## config.mk

```make
export PLATFORM = sky130hd
export DESIGN_NAME = nibble_serial_adder
export DESIGN_NICKNAME = d
export VERILOG_FILES = /design/src/rtl/nibble_serial_adder.sv
export SDC_FILE = /design/constraint.sdc
export NUM_CORES = 1
export LEC_CHECK = 0
export BUFFER_PORTS_ARGS = -buffer_cell sky130_fd_sc_hd__buf_4
export CAP_MARGIN = 15
export CORE_MARGIN = 2
export CORE_UTILIZATION = 25
export DETAILED_ROUTE_END_ITERATION = 8
export GPL_ROUTABILITY_DRIVEN = 0
export SLEW_MARGIN = 10
export SYNTH_ARGS = -nofsm -noshare
export SYNTH_HDL_FRONTEND = slang
export SYNTH_SLANG_ARGS = --single-unit
export TNS_END_PERCENT = 20
```

## constraint.sdc

```tcl
create_clock -name clk -period 3.1 [get_ports clk]
set_input_delay 0.62 -clock clk [delete_from_list [all_inputs] [get_ports clk]]
set_output_delay 0.62 -clock clk [all_outputs]
set_load 0.02 [all_outputs]
```

## src/rtl/nibble_serial_adder.sv

```systemverilog
// nibble_serial_adder: WIDTH-bit adder built from one 4-bit carry-lookahead slice, one slice per clock, LSB slice first
module nibble_serial_adder #(
  parameter int WIDTH = 16
) (
  input  logic             clk,
  input  logic             rst_n,
  input  logic             in_valid,
  output logic             in_ready,
  input  logic [WIDTH-1:0] a,
  input  logic [WIDTH-1:0] b,
  input  logic             cin,
  output logic             out_valid,
  input  logic             out_ready,
  output logic [WIDTH-1:0] sum,
  output logic             cout,
  output logic             ovf,
  output logic             busy
);
  localparam int NIB = WIDTH / 4;
  localparam int CW  = (NIB > 1) ? $clog2(NIB) : 1;

  typedef enum logic [1:0] {IDLE, ADD, DONE} state_t;

  state_t           state_q, state_d;
  logic [CW-1:0]    cnt_q, cnt_d;
  logic             carry_q, carry_d;
  logic [WIDTH-1:0] a_q, a_d, b_q, b_d, sum_sh_q, sum_sh_d, sum_q, sum_d;
  logic             cout_q, cout_d, ovf_q, ovf_d;
  logic [3:0]       p, g, s;
  logic [4:0]       c;

  // 4-bit lookahead slice: every carry is a flat sum of products, no ripple between bits
  always_comb begin
    p    = a_q[3:0] ^ b_q[3:0];
    g    = a_q[3:0] & b_q[3:0];
    c[0] = carry_q;
    c[1] = g[0] | (p[0] & c[0]);
    c[2] = g[1] | (p[1] & g[0]) | (p[1] & p[0] & c[0]);
    c[3] = g[2] | (p[2] & g[1]) | (p[2] & p[1] & g[0]) | (p[2] & p[1] & p[0] & c[0]);
    c[4] = g[3] | (p[3] & g[2]) | (p[3] & p[2] & g[1]) | (p[3] & p[2] & p[1] & g[0])
         | (p[3] & p[2] & p[1] & p[0] & c[0]);
    s    = p ^ c[3:0];
  end

  // sequencing: capture in IDLE, shift one slice per cycle in ADD, hold the result in DONE
  always_comb begin
    state_d  = state_q;
    cnt_d    = cnt_q;
    carry_d  = carry_q;
    a_d      = a_q;
    b_d      = b_q;
    sum_sh_d = sum_sh_q;
    sum_d    = sum_q;
    cout_d   = cout_q;
    ovf_d    = ovf_q;
    unique case (state_q)
      IDLE: if (in_valid) begin
        a_d     = a;
        b_d     = b;
        carry_d = cin;
        cnt_d   = '0;
        state_d = ADD;
      end
      ADD: begin
        a_d      = a_q >> 4;
        b_d      = b_q >> 4;
        sum_sh_d = {s, sum_sh_q[WIDTH-1:4]};
        carry_d  = c[4];
        if (cnt_q == CW'(NIB - 1)) begin
          sum_d   = sum_sh_d;
          cout_d  = c[4];
          ovf_d   = c[3] ^ c[4];
          state_d = DONE;
        end else begin
          cnt_d = cnt_q + 1'b1;
        end
      end
      DONE: if (out_ready) state_d = IDLE;
      default: state_d = IDLE;
    endcase
  end

  // state and datapath registers, cleared asynchronously so an interrupted add leaves no trace
  always_ff @(posedge clk or negedge rst_n) begin
    if (!rst_n) begin
      state_q  <= IDLE;
      cnt_q    <= '0;
      carry_q  <= 1'b0;
      a_q      <= '0;
      b_q      <= '0;
      sum_sh_q <= '0;
      sum_q    <= '0;
      cout_q   <= 1'b0;
      ovf_q    <= 1'b0;
    end else begin
      state_q  <= state_d;
      cnt_q    <= cnt_d;
      carry_q  <= carry_d;
      a_q      <= a_d;
      b_q      <= b_d;
      sum_sh_q <= sum_sh_d;
      sum_q    <= sum_d;
      cout_q   <= cout_d;
      ovf_q    <= ovf_d;
    end
  end

  assign in_ready  = (state_q == IDLE);
  assign out_valid = (state_q == DONE);
  assign busy      = (state_q != IDLE);
  assign sum       = sum_q;
  assign cout      = cout_q;
  assign ovf       = ovf_q;
endmodule

```

==> run summary <==
Clock Latency Late Sink - 0.33 ns
sequential area share after synthesis - 54.3%
Lkg Pwr - 1.88 nW
Seq cells post-synth - 67
worst-margin pin slew - 0.849 ns
antenna violations before repair - 0
Critical Path Start - state_q[1]$_DFFE_PN0P_
Arr. time, crit path - 2.29 ns
CP endpoint - sum[15]$_DFFE_PN0P_
IO Port Bufs - 57
Peak Freq - 495 MHz
Iteration-0 DRC Markers - 151
post-DR wirelength/cell - 12.9 um
post-cts resize count - 0
kind of critical path - reg2reg
slowest CP cell - or4_1
Post CTS Setup Buffer Count - 0
Synth Cell Area - 3090 um2
Worst Hold Class - in2async
required time of the worst setup path - 3.36 ns
Fin Setup TNS - 0 ns
Worst Path Buf+Inv - 0
DR vias/cell - 4.27
Max-Cap Viols - 0
DRC Markers - 0
Crit path max-delay family - simple AND/OR/NAND/NOR gates
placed cell area - 3670 um2
pin count of the biggest net entering global routing - 68
Tcrit/Tclk final - 65.2%
cts hold-fix bufs - 0
clock skew - 0.00900 ns
design area - 3920 um2
r2r endpoint - sum[15]$_DFFE_PN0P_
CP endpoint kind - flip-flop
first-pass GRT wire length - 11300 um
die width - 115 um
Overall Global Routing Usage - 11.1%
most frequent cells in the layout - 67 x dfrtp_1, 64 x nand2_1, 60 x buf_4
clk slew on worst S/H paths - 0.06 ns
min Tclk post-route - 2.02 ns
post-synthesis net count - 338
clock buffer count from CTS - 9
Die H - 115 um
area of the core - 12100 um2
ant diodes - 0
DR vias - 2227
Reg2Reg Setup Slack - 1.08 ns
worst r2r src - state_q[1]$_DFFE_PN0P_
Starting Density - 25.6%
RSZ-0062 raised after global routing - no
worst setup margin - 1.08 ns
Area contributors post-synth - dfrtp_1 54%, mux2i_1 9.1%, nand2_1 7.8%
unique cell type count in the Yosys netlist - 36
Final setup viols - 0
GRT Residual Overflow - 0
CTS tree - yes
Synth area leader - dfrtp_1
Post-synth ARST share - 100%
R2R cell count - 3
Layout area overhead - 26.8%
EDFF count, synth - 0
Root Driver - clkbuf_16
clk buf depth - 2
io pins - 58
peak supply drop - 0.620 mV
vias in the first global route - 2288
Worst path max stage delay - 0.67 ns
Final ANT Viol Nets - 0
total die area - 13300 um2
H-tree Lvls - 3
Ys Warns - 0
Detail Placement HPWL - 4730 um
Mapped Cells - 295
TritonRoute pass-1 iters - 5
Synth Area per Inst - 10.5 um2
crit path cell chain - nand3b_2 -> or4_1 -> nand3_1
Sink Count - 67
final-stage net count - 393
Most used DFF post-synth - dfrtp_1
Final Hold Fails - 0
dpl ws - 1.06 ns
area share of the largest cell type after synthesis - 54.3%
status - complete, no violations
most common cell after layout, fill and taps aside - dfrtp_1
PwrDens - 1070 nW/um2
DRT Wirelength - 6730 um
share of cells above drive strength 1 - 25.2%
Slew headroom - 43.4%
Final Max Tran Viols - 0
CP max FO - 25
num rows - 40
Worst Setup Start Kind - flip-flop
Crit path depth - 3
-- flip-flops by register name, indices dropped and copies added, names as in the netlist --
| name | flops |
|---|---|
| sum_sh_q | 12 |
| ovf | 1 |
| cout | 1 |
| state_q | 2 |
| carry_q | 1 |
| a_q | 16 |
| cnt_q | 2 |
| b_q | 16 |
| sum | 16 |
-- per-stage QoR --
step,util [%],hold WS [ns],std cells,total power [mW]
floorplan,-,0.324,295,2.84
global placement,30.4,0.459,507,3.31
detailed placement,30.4,0.463,507,3.37
CTS,32.5,0.435,521,4.26
global route,32.5,0.473,521,4.58
finish,32.5,0.403,521,4.20
-- power by group --
group / total [mW] / internal [mW] / switching, mW
clock: 0.871 / 0.525 / 0.346
sequential: 1.56 / 1.28 / 0.281
combinational: 1.77 / 0.790 / 0.984
-- routing by layer --
metal / routed length [um] / share of wire, % / track usage (%)
met4: 47 / 0.70 / 2.41
met5: 0 / 0 / 0
met3: 367 / 5.5 / 4.85
met1: 3190 / 47 / 14.4
met2: 3130 / 46 / 17.2
-- how the worst min path moves through the flow --
| stage | startpoint | to | slack [ns] |
|---|---|---|---|
| after floorplan | rst_n | a_q[0]$_DFFE_PN0P_ | 0.32 |
| after global placement | sum_sh_q[4]$_DFFE_PN0P_ | sum_sh_q[4]$_DFFE_PN0P_ | 0.46 |
| after detailed placement | sum_sh_q[5]$_DFFE_PN0P_ | sum_sh_q[5]$_DFFE_PN0P_ | 0.46 |
| after CTS | rst_n | sum[15]$_DFFE_PN0P_ | 0.44 |
| after global routing | rst_n | sum[0]$_DFFE_PN0P_ | 0.47 |
| final | rst_n | sum[0]$_DFFE_PN0P_ | 0.40 |
-- cell usage after synthesis (2+ instances only) --
master,n
dfrtp_1,67
nand2_1,64
o21ai_0,40
mux2i_1,28
mux2_2,12
a21oi_1,10
clkbuf_1,9
nor2b_1,9
inv_1,8
ha_1,5
buf_2,4
buf_6,3
nand2b_1,3
nand3_1,3
nand3b_1,3
nor2_1,3
and2b_1,2
o211ai_1,2
o31ai_1,2
or4_1,2
-- worst register-to-register path, delay by kind of cell (launching register included) --
kind             cells  cell delay [ns]
AND/OR/NAND/NOR      3             1.42
flip-flops           1             0.53
-- kinds of logic (layout without fill, tap and decap cells) --
group	count (synthesis)	after routing	synth area share (%)
AOI/OAI and AO/OA	62	62	11.2
xor gates and xnor gates	1	1	0.284
adders and majority gates	6	6	2.67
buffers and inverters	24	82	3.81
DFF	67	67	54.3
muxes	40	40	13.4
and+or+nand+nor	95	95	14.3
-- cell type report --
cell class / instances / area (um2)
inverter: 8 / 30.0
fill: 1248 / 8150
multi-input combinational: 204 / 1300
clock inverter: 4 / 20.0
timing repair buffer: 60 / 450
clock buffer: 10 / 229
tap: 168 / 210
sequential: 67 / 1680
(Power assumes the default switching activity.)
